==> src/rtl/sop_truth_table_sweeper_pkg.sv <==
// Shared types and helpers for the truth-table sweeper.
// The popcount/first-set helpers serve the SWEEP_FAIL_DIAG_EN build.
package sweep_pkg;

    typedef enum logic [1:0] {
        IDLE  = 2'd0,
        SWEEP = 2'd1,
        DONE  = 2'd2
    } state_t;

    localparam int NUM_VEC = 16;

    // Minterms 2,3,4,5,A,B,D,F of f(a,b,c,d).
    localparam logic [15:0] SOP_2345ABDF_MASK = 16'hAC3C;

    function automatic logic [4:0] popcount16(input logic [15:0] v);
        logic [4:0] n;
        n = '0;
        for (int i = 0; i < 16; i++) begin
            n = n + 5'(v[i]);
        end
        return n;
    endfunction

    // Index of the lowest set bit; 0 when no bit is set.
    function automatic logic [3:0] first_set16(input logic [15:0] v);
        logic [3:0] r;
        r = '0;
        for (int i = 15; i >= 0; i--) begin
            if (v[i]) begin
                r = 4'(i);
            end
        end
        return r;
    endfunction

endpackage

==> src/rtl/sop_truth_table_sweeper_settle_timer.sv <==
// Per-vector settle timer: counts 0..SETTLE while enabled, flags the
// final count with 'last' and wraps to 0 on the cycle after it.
module sweep_settle_timer #(
    parameter int unsigned SETTLE = 1
) (
    input  logic clk,
    input  logic reset,
    input  logic clear,
    input  logic en,
    output logic last
);

    // The counter is 4 bits wide, so a longer settle cannot be represented.
    if (SETTLE > 15) begin : g_settle_range
        $error("sweep_settle_timer: SETTLE must be in 0..15");
    end

    localparam logic [3:0] SETTLE_C = 4'(SETTLE);

    logic [3:0] cnt_q, cnt_d;

    assign last = (cnt_q == SETTLE_C);

    // Next count: clear wins, otherwise advance and wrap on the last count.
    always_comb begin
        cnt_d = cnt_q;
        if (clear) begin
            cnt_d = '0;
        end else if (en) begin
            cnt_d = last ? 4'd0 : cnt_q + 4'd1;
        end
    end

    // Counter register.
    always_ff @(posedge clk) begin
        if (reset) begin
            cnt_q <= '0;
        end else begin
            cnt_q <= cnt_d;
        end
    end

endmodule

==> src/rtl/sop_truth_table_sweeper.sv <==
// Clocked stimulus/capture sweep around a 4-input combinational function.
// Drives vectors 0..15 on abcd_out, samples s_in for each after SETTLE
// extra cycles, and compares the captured table against EXPECTED.
// Optional macro SWEEP_FAIL_DIAG_EN adds first_fail_idx and fail_count.
//
// state | meaning
// IDLE  | waiting for start; table_out/pass hold the last result
// SWEEP | presenting vector idx, sampling s_in when the settle timer ends
// DONE  | one-cycle completion pulse, then back to IDLE
module sop_truth_table_sweeper
    import sweep_pkg::*;
#(
    parameter logic [15:0] EXPECTED = SOP_2345ABDF_MASK,
    parameter int unsigned SETTLE   = 1
) (
    input  logic        clk,
    input  logic        reset,
    input  logic        start,
    input  logic        s_in,
    output logic [3:0]  abcd_out,
    output logic [15:0] table_out,
    output logic        busy,
    output logic        done,
    output logic        pass
`ifdef SWEEP_FAIL_DIAG_EN
    ,
    output logic [3:0]  first_fail_idx,
    output logic [4:0]  fail_count
`endif
);

    localparam logic [3:0] LAST_IDX = 4'(NUM_VEC - 1);

    state_t      state_q, state_d;
    logic [3:0]  idx_q, idx_d;
    logic [15:0] table_q, table_d;
    logic        pass_q, pass_d;
    logic        timer_clr, timer_en, timer_last;

`ifdef SWEEP_FAIL_DIAG_EN
    logic [3:0]  ffi_q, ffi_d;
    logic [4:0]  fcnt_q, fcnt_d;
`endif

    sweep_settle_timer #(
        .SETTLE (SETTLE)
    ) u_timer (
        .clk   (clk),
        .reset (reset),
        .clear (timer_clr),
        .en    (timer_en),
        .last  (timer_last)
    );

    // Next-state, capture and result logic.
    always_comb begin
        state_d   = state_q;
        idx_d     = idx_q;
        table_d   = table_q;
        pass_d    = pass_q;
        timer_clr = 1'b0;
        timer_en  = 1'b0;
`ifdef SWEEP_FAIL_DIAG_EN
        ffi_d     = ffi_q;
        fcnt_d    = fcnt_q;
`endif
        case (state_q)
            IDLE: begin
                if (start) begin
                    state_d   = SWEEP;
                    idx_d     = '0;
                    table_d   = '0;
                    pass_d    = 1'b0;
                    timer_clr = 1'b1;
`ifdef SWEEP_FAIL_DIAG_EN
                    ffi_d     = '0;
                    fcnt_d    = '0;
`endif
                end
            end
            SWEEP: begin
                timer_en = 1'b1;
                if (timer_last) begin
                    table_d[idx_q] = s_in;
                    if (idx_q == LAST_IDX) begin
                        state_d = DONE;
                        pass_d  = (table_d == EXPECTED);
`ifdef SWEEP_FAIL_DIAG_EN
                        ffi_d   = first_set16(table_d ^ EXPECTED);
                        fcnt_d  = popcount16(table_d ^ EXPECTED);
`endif
                    end else begin
                        idx_d = idx_q + 4'd1;
                    end
                end
            end
            DONE: begin
                state_d = IDLE;
                idx_d   = '0;
            end
            default: begin
                state_d = IDLE;
                idx_d   = '0;
            end
        endcase
    end

    // State and datapath registers; reset discards any partial sweep.
    always_ff @(posedge clk) begin
        if (reset) begin
            state_q <= IDLE;
            idx_q   <= '0;
            table_q <= '0;
            pass_q  <= 1'b0;
`ifdef SWEEP_FAIL_DIAG_EN
            ffi_q   <= '0;
            fcnt_q  <= '0;
`endif
        end else begin
            state_q <= state_d;
            idx_q   <= idx_d;
            table_q <= table_d;
            pass_q  <= pass_d;
`ifdef SWEEP_FAIL_DIAG_EN
            ffi_q   <= ffi_d;
            fcnt_q  <= fcnt_d;
`endif
        end
    end

    assign abcd_out  = idx_q;
    assign table_out = table_q;
    assign pass      = pass_q;
    assign busy      = (state_q == SWEEP);
    assign done      = (state_q == DONE);

`ifdef SWEEP_FAIL_DIAG_EN
    assign first_fail_idx = ffi_q;
    assign fail_count     = fcnt_q;
`endif

endmodule

==> config.mk <==
export PLATFORM = sky130hd
export DESIGN_NAME = sop_truth_table_sweeper
export DESIGN_NICKNAME = d
export VERILOG_FILES = /design/src/rtl/sop_truth_table_sweeper_pkg.sv /design/src/rtl/sop_truth_table_sweeper_settle_timer.sv /design/src/rtl/sop_truth_table_sweeper.sv
export SDC_FILE = /design/constraint.sdc
export NUM_CORES = 1
export LEC_CHECK = 0
export CAP_MARGIN = 20
export CORE_ASPECT_RATIO = 0.5
export CORE_MARGIN = 2
export CORE_UTILIZATION = 31
export DETAILED_ROUTE_END_ITERATION = 10
export SETUP_SLACK_MARGIN = 0.02
export SLEW_MARGIN = 25
export SYNTH_ARGS = -nofsm -noshare
export SYNTH_HDL_FRONTEND = slang
export SYNTH_SLANG_ARGS = --single-unit
==> constraint.sdc <==
create_clock -name clk -period 4.9 [get_ports clk]
set_input_delay 0.98 -clock clk [delete_from_list [all_inputs] [get_ports clk]]
set_output_delay 0.98 -clock clk [all_outputs]
set_load 0.02 [all_outputs]
## Word-level counts from Yosys, hierarchy flattened

Index checks and enable logic that the tools add are counted.

- Flip-flop bits (word level): 27
- Bits of input ports: 4
- Output and inout bits: 23
- Word-level logic and storage cells: 48

- $add $sub $neg: 2
- Magnitude comparators: 2
- Equal/unequal tests: 9
- Muxes and demuxes: 22
- Reductions and logical operators: 8

Operator list:

| cell | number |
|---|---|
| 16-bit 2-to-1 mux | 2 |
| 16-bit one-hot mux with 2 select lines | 1 |
| 16-bit bitwise mux | 1 |
| 16-bit equality test (second input constant) | 1 |
| 4-bit 2-to-1 mux | 4 |
| 3-bit AND reduction | 3 |
| 4-bit by 1-bit adder with 4-bit output (second input constant) | 2 |
| 4-bit one-hot mux with 2 select lines | 1 |
| 1-bit 2-to-1 mux | 7 |
| 2-bit 2-to-1 mux | 3 |
| 4-bit by 5-bit less-than comparator with 1-bit output (second input constant) | 1 |
| 1-bit demux with 4-bit select | 1 |
| 4-bit by 1-bit equality test with 1-bit output (second input constant) | 1 |
| 4-bit equality test (second input constant) | 1 |
| 4-bit by 1-bit >= comparator with 1-bit output (second input constant) | 1 |
| 2-bit by 1-bit inequality test with 1-bit output (second input constant) | 2 |
| 2-bit inequality test (second input constant) | 2 |
| 2-bit one-hot mux with 2 select lines | 1 |
| 4-bit AND reduction | 1 |
| 2-bit by 1-bit equality test with 1-bit output (second input constant) | 1 |
| 2-bit equality test (second input constant) | 1 |
| 2-bit logical NOT | 1 |
| 1-bit one-hot mux with 2 select lines | 1 |
| 2-bit nonzero test | 1 |
| 2 further kinds | 2 |

## Longest topological paths before layout

Gate-level depths: netlist of run 1.

- Depth in word-level cells: 9
- Mapped depth: 8
- Mapped depth without buffers: 7

## Hierarchy

A second synthesis of run 1 with hierarchy kept.

- Cells, all modules: 204
- Area, all modules: 1645.3 sq um

By module, submodules not included:

| module | instances | cells an instance | area an instance (sq um) |
|---|---|---|---|
| sop_truth_table_sweeper | 1 | 184 | 1447.6 |
| sweep_settle_timer | 1 | 20 | 197.7 |

## Least setup slack after synthesis of run 1

OpenSTA, ideal clock, no wires.

- Path kind: input-to-reg
- Start: in s_in
- End: reg pass_q, in the netlist pass
- Setup time: 69 ps
- Data arrival time: 2092 ps
- Data required time: 4831 ps
- Slack: 2739 ps
- Cell stages on the path: 5
- Buffers on the path: 1
- Cells stage by stage: clkbuf_1 > mux2i_1 > nand4b_1 > or4_1 > o21ai_1

- Word-level cells in the longest chain between the ends: 5

RTL lines:

| item | line | text |
|---|---|---|
| start: declaration | sop_truth_table_sweeper.sv:19 | `input logic s_in,` |
| 16-bit bitwise mux | sop_truth_table_sweeper.sv:84 | `table_d[idx_q] = s_in;` |
| 16-bit equality test | sop_truth_table_sweeper.sv:87 | `pass_d = (table_d == EXPECTED);` |
| 1-bit 2-to-1 mux | sop_truth_table_sweeper.sv:85 | `if (idx_q == LAST_IDX) begin` |
| 1-bit 2-to-1 mux | sop_truth_table_sweeper.sv:83 | `if (timer_last) begin` |
| 1-bit one-hot mux with 2 select lines | sop_truth_table_sweeper.sv:67 | `case (state_q)` |
| end signal: assignment | sop_truth_table_sweeper.sv:123 | `pass_q <= pass_d;` |
| end: declaration | sop_truth_table_sweeper.sv:37 | `logic pass_q, pass_d;` |

Every way passes these cells. The select of a mux whose other input is x is not followed.
A chain may end at the register's enable or synchronous reset.

## Final worst setup path of run 1

- Start: reg state_q[0]
- End: out busy

- Word-level cells in the longest chain between the ends: 1

RTL lines:

| item | line | text |
|---|---|---|
| start: declaration | sop_truth_table_sweeper.sv:34 | `state_t state_q, state_d;` |
| start signal: assignment | sop_truth_table_sweeper.sv:120 | `state_q <= state_d;` |
| 2-bit by 1-bit equality test with 1-bit output | sop_truth_table_sweeper.sv:134 | `assign busy = (state_q == SWEEP);` |
| end: declaration | sop_truth_table_sweeper.sv:22 | `output logic busy,` |

Every way passes these cells.

==> results.yml, run 1 <==
outcome:
  outcome: "finished clean"
clock_network:
  cts_setup_buffers: 0
  path_clk_slew_ns: 0.10
  cts_tree: "done"
  clock_sinks: 27
  ctsResizeCount: 0
  cts_made_buffers: 3
  clockRootBuffer: "clkbuf_8"
  ctsHoldBuffers: 0
  clock_latency_ns: 0.28
  cts_max_level: 1
  clockBufferDepth: 2
floorplan:
  die_area_um2: 5569
  die_w_um: 103.6
  io_pins: 27
  core_area_um2: 4842
  placementRows: 18
  start_util_pct: 31.73
  die_h_um: 53.78
synth:
  ys_warn_count: 0
  synth-seq-cells: 27
  syn_area_per_cell_um2: 8.044
  synth_cells: 191
  ys_types: 38
  synth_fp_nets: 200
  seq_area_frac_synth_pct: 35.18
  syn_area_um2: 1536
  synth_ff_type: "dfxtp_1"
  async_flop_share_pct: 0
  synth_edf_count: 0
critical_path:
  rr_worst_depth: 5
  reg2reg_from: "state_q[0]"
  reg2reg_to: "table_out[10]"
  end_kind: "primary output"
  crit_required_ns: 3.92
  path_class: "reg2out"
  worst_setup_path_start_kind: "register"
  r2r_slack_ns: 2.67
  crit_path_max_fanout: 11
  arrival_ns: 1.92
sta:
  finalWorstSetupSlack_ns: 1.997
  slew_headroom_pct: 40.63
  finalCritPeriodShare_pct: 59.24
  worst_pin_slew_ns: 0.8878
  setup-violations-final: 0
  slew_viol_final: 0
  grt_setup_unrepaired: "false"
  tns_ns: 0
  fin_worst_skew_ns: 0.003907
  hold_viol: 0
  finalHoldWorstSlack_ns: 0.4808
  fin_crit_ns: 2.903
  fmax_mhz: 344.5
detailed_routing:
  wire_per_inst_um: 13.11
  drtAntennaViolNets: 0
  drt-initial-drc-count: 60
  first_pass_iters: 4
  drc: 0
  drt_wl_total_mm: 3.659
  vias: 1415
  viasPerCell: 5.072
min_path:
  holdPathEnd: "table_out[14]"
  hold_depth: 2
  hold_start: "table_out[14]"
  hp-class: "reg2reg"
power_and_ir_drop:
  p_per_area_nw_per_um2: 222.4
  ir_drop_uv: 96.26
  power_leakage_nw: 0.6225
  p_total_w: 0.0004154
layout:
  final_cells: 279
  synthToLayoutAreaGrowth_pct: 21.58
  diodes: 0
  nets: 219
  drive_gt1_share_pct: 4.785
placed_design:
  placed_cells: 275
  pre_cts_slack_ns: 1.944
  place_congestion: 0.8093
  portBuffers: 26
  dp_hpwl_mm: 2.622
global_route:
  grt_max_degree: 25
  grt_pass1_wl_mm: 6.134
  grt_remaining_overflow: 0
  grt_pass1_vias: 1240
  grtUsageTotal_pct: 13.70
  grt_antenna_before_repair: 0
job:
  max_cap_viol_count: 0
-- per-stage QoR --
step                instance area (um2)  util (%)
finish                             1868     38.58
global route                       1868     38.58
CTS                                1868     38.58
detailed placement                 1819     37.57
global placement                   1819     37.57
floorplan                          1536         -
-- cell usage in the layout, fill, tap and decap left out, types with 6 or more instances in the layout --
cell type        instances
nand3_1                 11
nor2_1                  26
nor2b_1                  6
o21ai_0                  8
nand2_1                 10
dfxtp_1                 27
clkdlybuf4s50_1         26
nand3b_1                 9
a21oi_1                 16
mux2i_1                  9
a31oi_1                  7
-- critical path, cell delays in order, from the launching register on --
cell and delay (ns):
dfxtp_1 0.56, nand2b_1 0.25, inv_2 0.20, clkdlybuf4s50_1 0.63
-- worst max-delay path by stage --
stage / startpoint / end / slack [ns] / cells past startpoint
2_1_floorplan: s_in / pass / 2.74 / 5
3_3_place_gp: s_in / pass / 2.05 / 5
3_5_place_dp: s_in / pass / 1.94 / 5
5_1_grt: state_q[0] / busy / 1.90 / 3
6_report: state_q[0] / busy / 2.00 / 3
4_1_cts: state_q[0] / busy / 2.01 / 3
-- flip-flops by register name, indices dropped and copies added (netlist names) --
| name | cells |
|---|---|
| abcd_out | 4 |
| table_out | 16 |
| u_timer.cnt_q | 4 |
| pass | 1 |
| state_q | 2 |
-- cells in the mapped netlist, types with 3 or more instances --
master / instances / area [um2]
a21oi_1: 16 / 80.08
a31oi_1: 7 / 43.79
buf_2: 4 / 20.02
clkbuf_1: 6 / 22.52
dfxtp_1: 27 / 540.5
ha_1: 5 / 62.56
inv_1: 3 / 11.26
mux2i_1: 9 / 90.09
nand2_1: 10 / 37.54
nand2b_1: 4 / 25.02
nand3_1: 11 / 55.05
nand3b_1: 9 / 67.56
nand4_1: 4 / 25.02
nor2_1: 26 / 97.59
nor2b_1: 6 / 37.54
nor3_1: 3 / 15.01
o21ai_0: 8 / 40.04
or3_1: 4 / 25.02
xnor2_1: 3 / 26.28
-- where the power goes --
part	leakage [nW]	internal [W]	switching, W
combinational	0.383	0.0000184	0.0000355
clock	0.0217	0.0000579	0.0000747
sequential	0.218	0.000222	0.00000659
-- final cells by class --
class                   count  area, um2
multi-input cells         148      915.9
clock inverters             1      7.507
repair buffers             26      260.3
flip-flops and latches     27      540.5
fillers                   507       2974
clock buffers               3      41.29
well taps                  70      87.58
inverters                   4      15.01
-- cell families (layout without fill, tap and decap cells) --
logic type,after synthesis,in the layout,share of synthesized area [%]
simple gates,91,91,32.41
mux,11,11,7.329
buf+inv,16,34,5.211
fa+ha+maj,5,5,4.072
compound gates,36,36,12.95
xor+xnor,5,5,2.851
flops,27,27,35.18
-- per-layer routing --
metal  vias up  wire length (um)  track usage [%]
met5         -                 0                0
met2        32              1596            22.08
met1       662              1874            19.36
met3         4               163            3.148
met4         0                24            2.027
li1        717                 -                -
Note: power is estimated with default switching activity, not from simulation.
==> run 2, diff against run 1 <==
Clock period 4.9 ns to 2.6 ns, I/O delays scaled along.
==> run 2 against run 1 <==
Compared with the run above: clock-buffer cell count is the same; hold slack improved by 0.0038 ns; first-iteration DRC count grew 110%; sequential share of layout area down 0.57 points; sequential cell count unchanged; register-to-register slack worse by 2.2 ns; worst setup slack worse by 1.8 ns; die area unchanged; combinational power grew 96%; wire length grew 3.4%; clock skew rose by 0.0041 ns; highest routed layer unchanged.
==> results.yml, run 2 (synthesized netlist as in run 1, its figures left out) <==
power_and_ir_drop:
  power_leakage_nw: 0.6459
  ir_drop_uv: 202.7
  p_per_area_nw_per_um2: 413.6
  p_total_w: 0.0007881
clock_network:
  cts_setup_buffers: 0
  path_clk_slew_ns: 0.10
  clock_latency_ns: 0.28
  ctsHoldBuffers: 0
  cts_tree: "done"
  clock_sinks: 27
  ctsResizeCount: 0
  clockRootBuffer: "clkbuf_8"
  clockBufferDepth: 2
  cts_made_buffers: 3
  cts_max_level: 1
critical_path:
  end_kind: "primary output"
  worst_setup_path_start_kind: "register"
  arrival_ns: 1.91
  path_class: "reg2out"
  rr_worst_depth: 7
  reg2reg_from: "abcd_out[0]"
  r2r_slack_ns: 0.47
  crit_required_ns: 2.08
  crit_path_max_fanout: 11
  reg2reg_to: "pass"
sta:
  hold_viol: 0
  fin_crit_ns: 2.432
  fin_worst_skew_ns: 0.008004
  worst_pin_slew_ns: 0.6509
  setup-violations-final: 0
  grt_setup_unrepaired: "false"
  fmax_mhz: 411.2
  tns_ns: 0
  finalHoldWorstSlack_ns: 0.4846
  slew_viol_final: 0
  slew_headroom_pct: 56.55
  finalCritPeriodShare_pct: 93.55
min_path:
  hold_depth: 2
  hold_start: "table_out[13]"
  holdPathEnd: "table_out[13]"
  hp-class: "reg2reg"
global_route:
  top_usage_layer: "met2"
  use_met2_pct: 21.74
  met3_usage_pct: 3.390
  grtUsageTotal_pct: 13.97
  grt_max_degree: 21
  grt_pass1_vias: 1264
  grt_pass1_wl_mm: 6.175
  grt_remaining_overflow: 0
  grt_antenna_before_repair: 0
  met1_usage_pct: 19.38
layout:
  largest_reg_flops: 16
  layout_common_cells: "27 x dfxtp_1, 26 x nor2_1, 26 x clkdlybuf4s50_1"
  drive_gt1_share_pct: 7.009
  n_fill_cell: 499
  diodes: 0
  nets: 224
  synthToLayoutAreaGrowth_pct: 24.02
  final_common_cell: "dfxtp_1"
placed_design:
  portBuffers: 26
  dp_hpwl_mm: 2.722
  place_congestion: 0.8084
floorplan:
  placementRows: 18
  io_pins: 27
  start_util_pct: 31.73
  core_area_um2: 4842
  die_w_um: 103.6
  die_area_um2: 5569
  die_h_um: 53.78
job:
  max_cap_viol_count: 0
detailed_routing:
  drt-initial-drc-count: 127
  viasPerCell: 5.141
  drt_wl_total_mm: 3.782
  wire_per_inst_um: 13.32
  drc: 0
  vias: 1460
  first_pass_iters: 6
  drtAntennaViolNets: 0
outcome:
  outcome: "finished clean"
==> run 2: cell count changes in the layout (fill, tap and decap cells not counted) <==
cell and delta:
buf_4 +5
==> run 2: power breakdown <==
group          total (W)  leakage [nW]  internal [W]  switching, W
combinational   0.000106         0.406     0.0000385     0.0000678
sequential      0.000431         0.218      0.000419     0.0000125
clock           0.000250        0.0217      0.000109      0.000141
total           0.000788         0.646      0.000567      0.000222
==> run 2: area by class of cell <==
class	instances	area (um2)	area share, %
clock inverters	1	7.507	0.3940
inverters	4	15.01	0.7879
multi-input cells	148	915.9	48.06
clock buffers	3	41.29	2.167
repair buffers	31	297.8	15.63
well taps	70	87.58	4.596
flip-flops and latches	27	540.5	28.37
==> run 2: worst max-delay path: stages, from the launching register on <==
cell             delay, ns
dfxtp_1               0.57
nand2b_1              0.24
inv_2                 0.19
clkdlybuf4s50_1       0.63
==> run 2: per-stage QoR <==
stage               cells  worst slack, ns  utilization [%]  cell area, um2
floorplan             191           0.5964                -            1536
global placement      280           0.4401            38.35            1857
detailed placement    280           0.3569            38.35            1857
CTS                   284           0.1712            39.35            1906
global route          284          0.08703            39.35            1906
finish                284           0.1678            39.35            1906
==> run 2: worst max-delay path by stage <==
stage                     slack, ns   startpoint  cells past startpoint   end
final                          0.17   state_q[0]                      3  busy
after global routing           0.09   state_q[0]                      3  busy
after CTS                      0.17   state_q[0]                      3  busy
after detailed placement       0.36         s_in                      5  pass
after global placement         0.44         s_in                      5  pass
after floorplan                0.60  abcd_out[0]                      7  pass
==> run 2: metal layers <==
metal	up-vias	routed length, um
li1	728	-
met1	681	1921
met2	45	1571
met3	6	231
met4	0	58
met5	-	0
==> run 3, diff against run 2 <==
Settings changed: CORE_UTILIZATION 31 to 47, PLACE_DENSITY from default to 0.75, RECOVER_POWER from default to 100.
==> run 3 against run 2 <==
Compared with the run above: sequential cell count is the same; power shrank 1.3%; first-iteration DRC count shrank 7.1%; register-to-register slack lost 0.22 ns; clock power shrank 3%; die area shrank 32%; critical path depth is the same; final area shrank 2.8%; largest power group unchanged.
==> results.yml, run 3 (synthesized netlist as in run 1, its figures left out) <==
outcome:
  outcome: "finished clean"
detailed_routing:
  viasPerCell: 5.839
  drc: 0
  drtAntennaViolNets: 0
  drt-initial-drc-count: 118
  first_pass_iters: 4
  drt_wl_total_mm: 3.662
  vias: 1483
  wire_per_inst_um: 14.42
global_route:
  grt_pass1_wl_mm: 5.982
  grtUsageTotal_pct: 20.01
  met1_usage_pct: 27.63
  top_usage_layer: "met2"
  grt_pass1_vias: 1277
  met3_usage_pct: 6.157
  grt_remaining_overflow: 0
  use_met2_pct: 31.34
  grt_antenna_before_repair: 0
  grt_max_degree: 21
sta:
  fmax_mhz: 413.4
  slew_viol_final: 0
  slew_headroom_pct: 49.91
  fin_worst_skew_ns: 0.005103
  fin_crit_ns: 2.419
  setup-violations-final: 0
  tns_ns: 0
  worst_pin_slew_ns: 0.7493
  grt_setup_unrepaired: "false"
  finalCritPeriodShare_pct: 93.04
  hold_viol: 0
power_and_ir_drop:
  ir_drop_uv: 199.0
  power.switching_w: 0.0002132
  intPower_w: 0.0005650
  comb_power_share_pct: 13.4
  switching_share_pct: 27.40
  p_total_w: 0.0007782
  p_per_area_nw_per_um2: 420.0
  seq_power_share_pct: 55.4
  power_leakage_nw: 0.7232
  clkPwrFrac_pct: 31.2
clock_network:
  clockBufferDepth: 2
  clock_sinks: 27
  ctsHoldBuffers: 0
  cts_tree: "done"
  cts_max_level: 1
  cts_setup_buffers: 0
  path_clk_slew_ns: 0.09
  clockRootBuffer: "clkbuf_8"
  clock_latency_ns: 0.27
  ctsResizeCount: 0
  cts_made_buffers: 3
floorplan:
  start_util_pct: 50.12
  core_area_um2: 3065
  die_area_um2: 3770
  placementRows: 14
  die_w_um: 84.86
  die_h_um: 44.43
  io_pins: 27
critical_path:
  end_kind: "primary output"
  path_class: "reg2out"
  arrival_ns: 1.90
  crit_required_ns: 2.08
  reg2reg_from: "state_q[0]"
  reg2reg_to: "table_out[15]"
  rr_worst_depth: 5
  worst_setup_path_start_kind: "register"
  crit_path_max_fanout: 11
  r2r_slack_ns: 0.25
min_path:
  hp-class: "reg2reg"
  hold_depth: 2
  holdPathEnd: "table_out[10]"
  hold_start: "table_out[10]"
layout:
  layout_common_cells: "27 x nor2_1, 27 x dfxtp_1, 23 x dlygate4sd3_1"
  synthToLayoutAreaGrowth_pct: 20.60
  nets: 224
  diodes: 0
  drive_gt1_share_pct: 5.140
  largest_reg_flops: 16
placed_design:
  dp_hpwl_mm: 2.662
  place_congestion: 0.9143
  portBuffers: 26
job:
  max_cap_viol_count: 0
run 3: through the flow:
step | hold WS [ns] | setup WS, ns | utilization [%] | cells | instance area (um2)
after floorplan | 0.4894 | 0.5964 | - | 191 | 1536
after global placement | 0.4667 | 0.4250 | 59.35 | 250 | 1819
after detailed placement | 0.4666 | 0.4078 | 59.35 | 250 | 1819
after CTS | 0.4821 | 0.1989 | 60.82 | 254 | 1864
after global routing | 0.5118 | 0.07359 | 60.45 | 254 | 1853
final | 0.4817 | 0.1811 | 60.45 | 254 | 1853
run 3: per-layer routing:
layer | part of all wire, % | vias up | routed length [um]
li1 | - | 727 | -
met1 | 47 | 697 | 1719
met2 | 44 | 57 | 1594
met3 | 9.2 | 2 | 336
met4 | 0.33 | 0 | 12
met5 | 0 | - | 0
run 3: worst max path at each step:
stage	startpoint	end	slack (ns)	cells past startpoint
floorplan	abcd_out[0]	pass	0.60	7
global placement	s_in	pass	0.43	6
detailed placement	start	table_out[10]	0.41	6
CTS	state_q[0]	busy	0.20	3
global route	state_q[0]	table_out[15]	0.07	5
finish	state_q[0]	busy	0.18	3
run 3: final cells by class:
| type | count | area, um2 |
|---|---|---|
| Fill cell | 284 | 1212 |
| Multi-Input combinational cell | 148 | 908.4 |
| Sequential cell | 27 | 540.5 |
| Timing Repair Buffer | 31 | 294.0 |
| Tap cell | 40 | 50.05 |
| Clock buffer | 4 | 45.04 |
| Inverter | 4 | 15.01 |
run 3: critical path, stage by stage, from the launching register on:
cell             delay, ns
dfxtp_1               0.58
nand2b_1              0.24
inv_2                 0.18
clkdlybuf4s50_1       0.63
run 3: power by group through the flow:
stage                     logic [W]  registers, W  clock network, W
after floorplan           0.0000734      0.000437                 0
final                      0.000104      0.000431          0.000243
after CTS                  0.000105      0.000431          0.000250
after detailed placement   0.000105      0.000441                 0
after global placement     0.000103      0.000441                 0
after global routing       0.000115      0.000432          0.000268
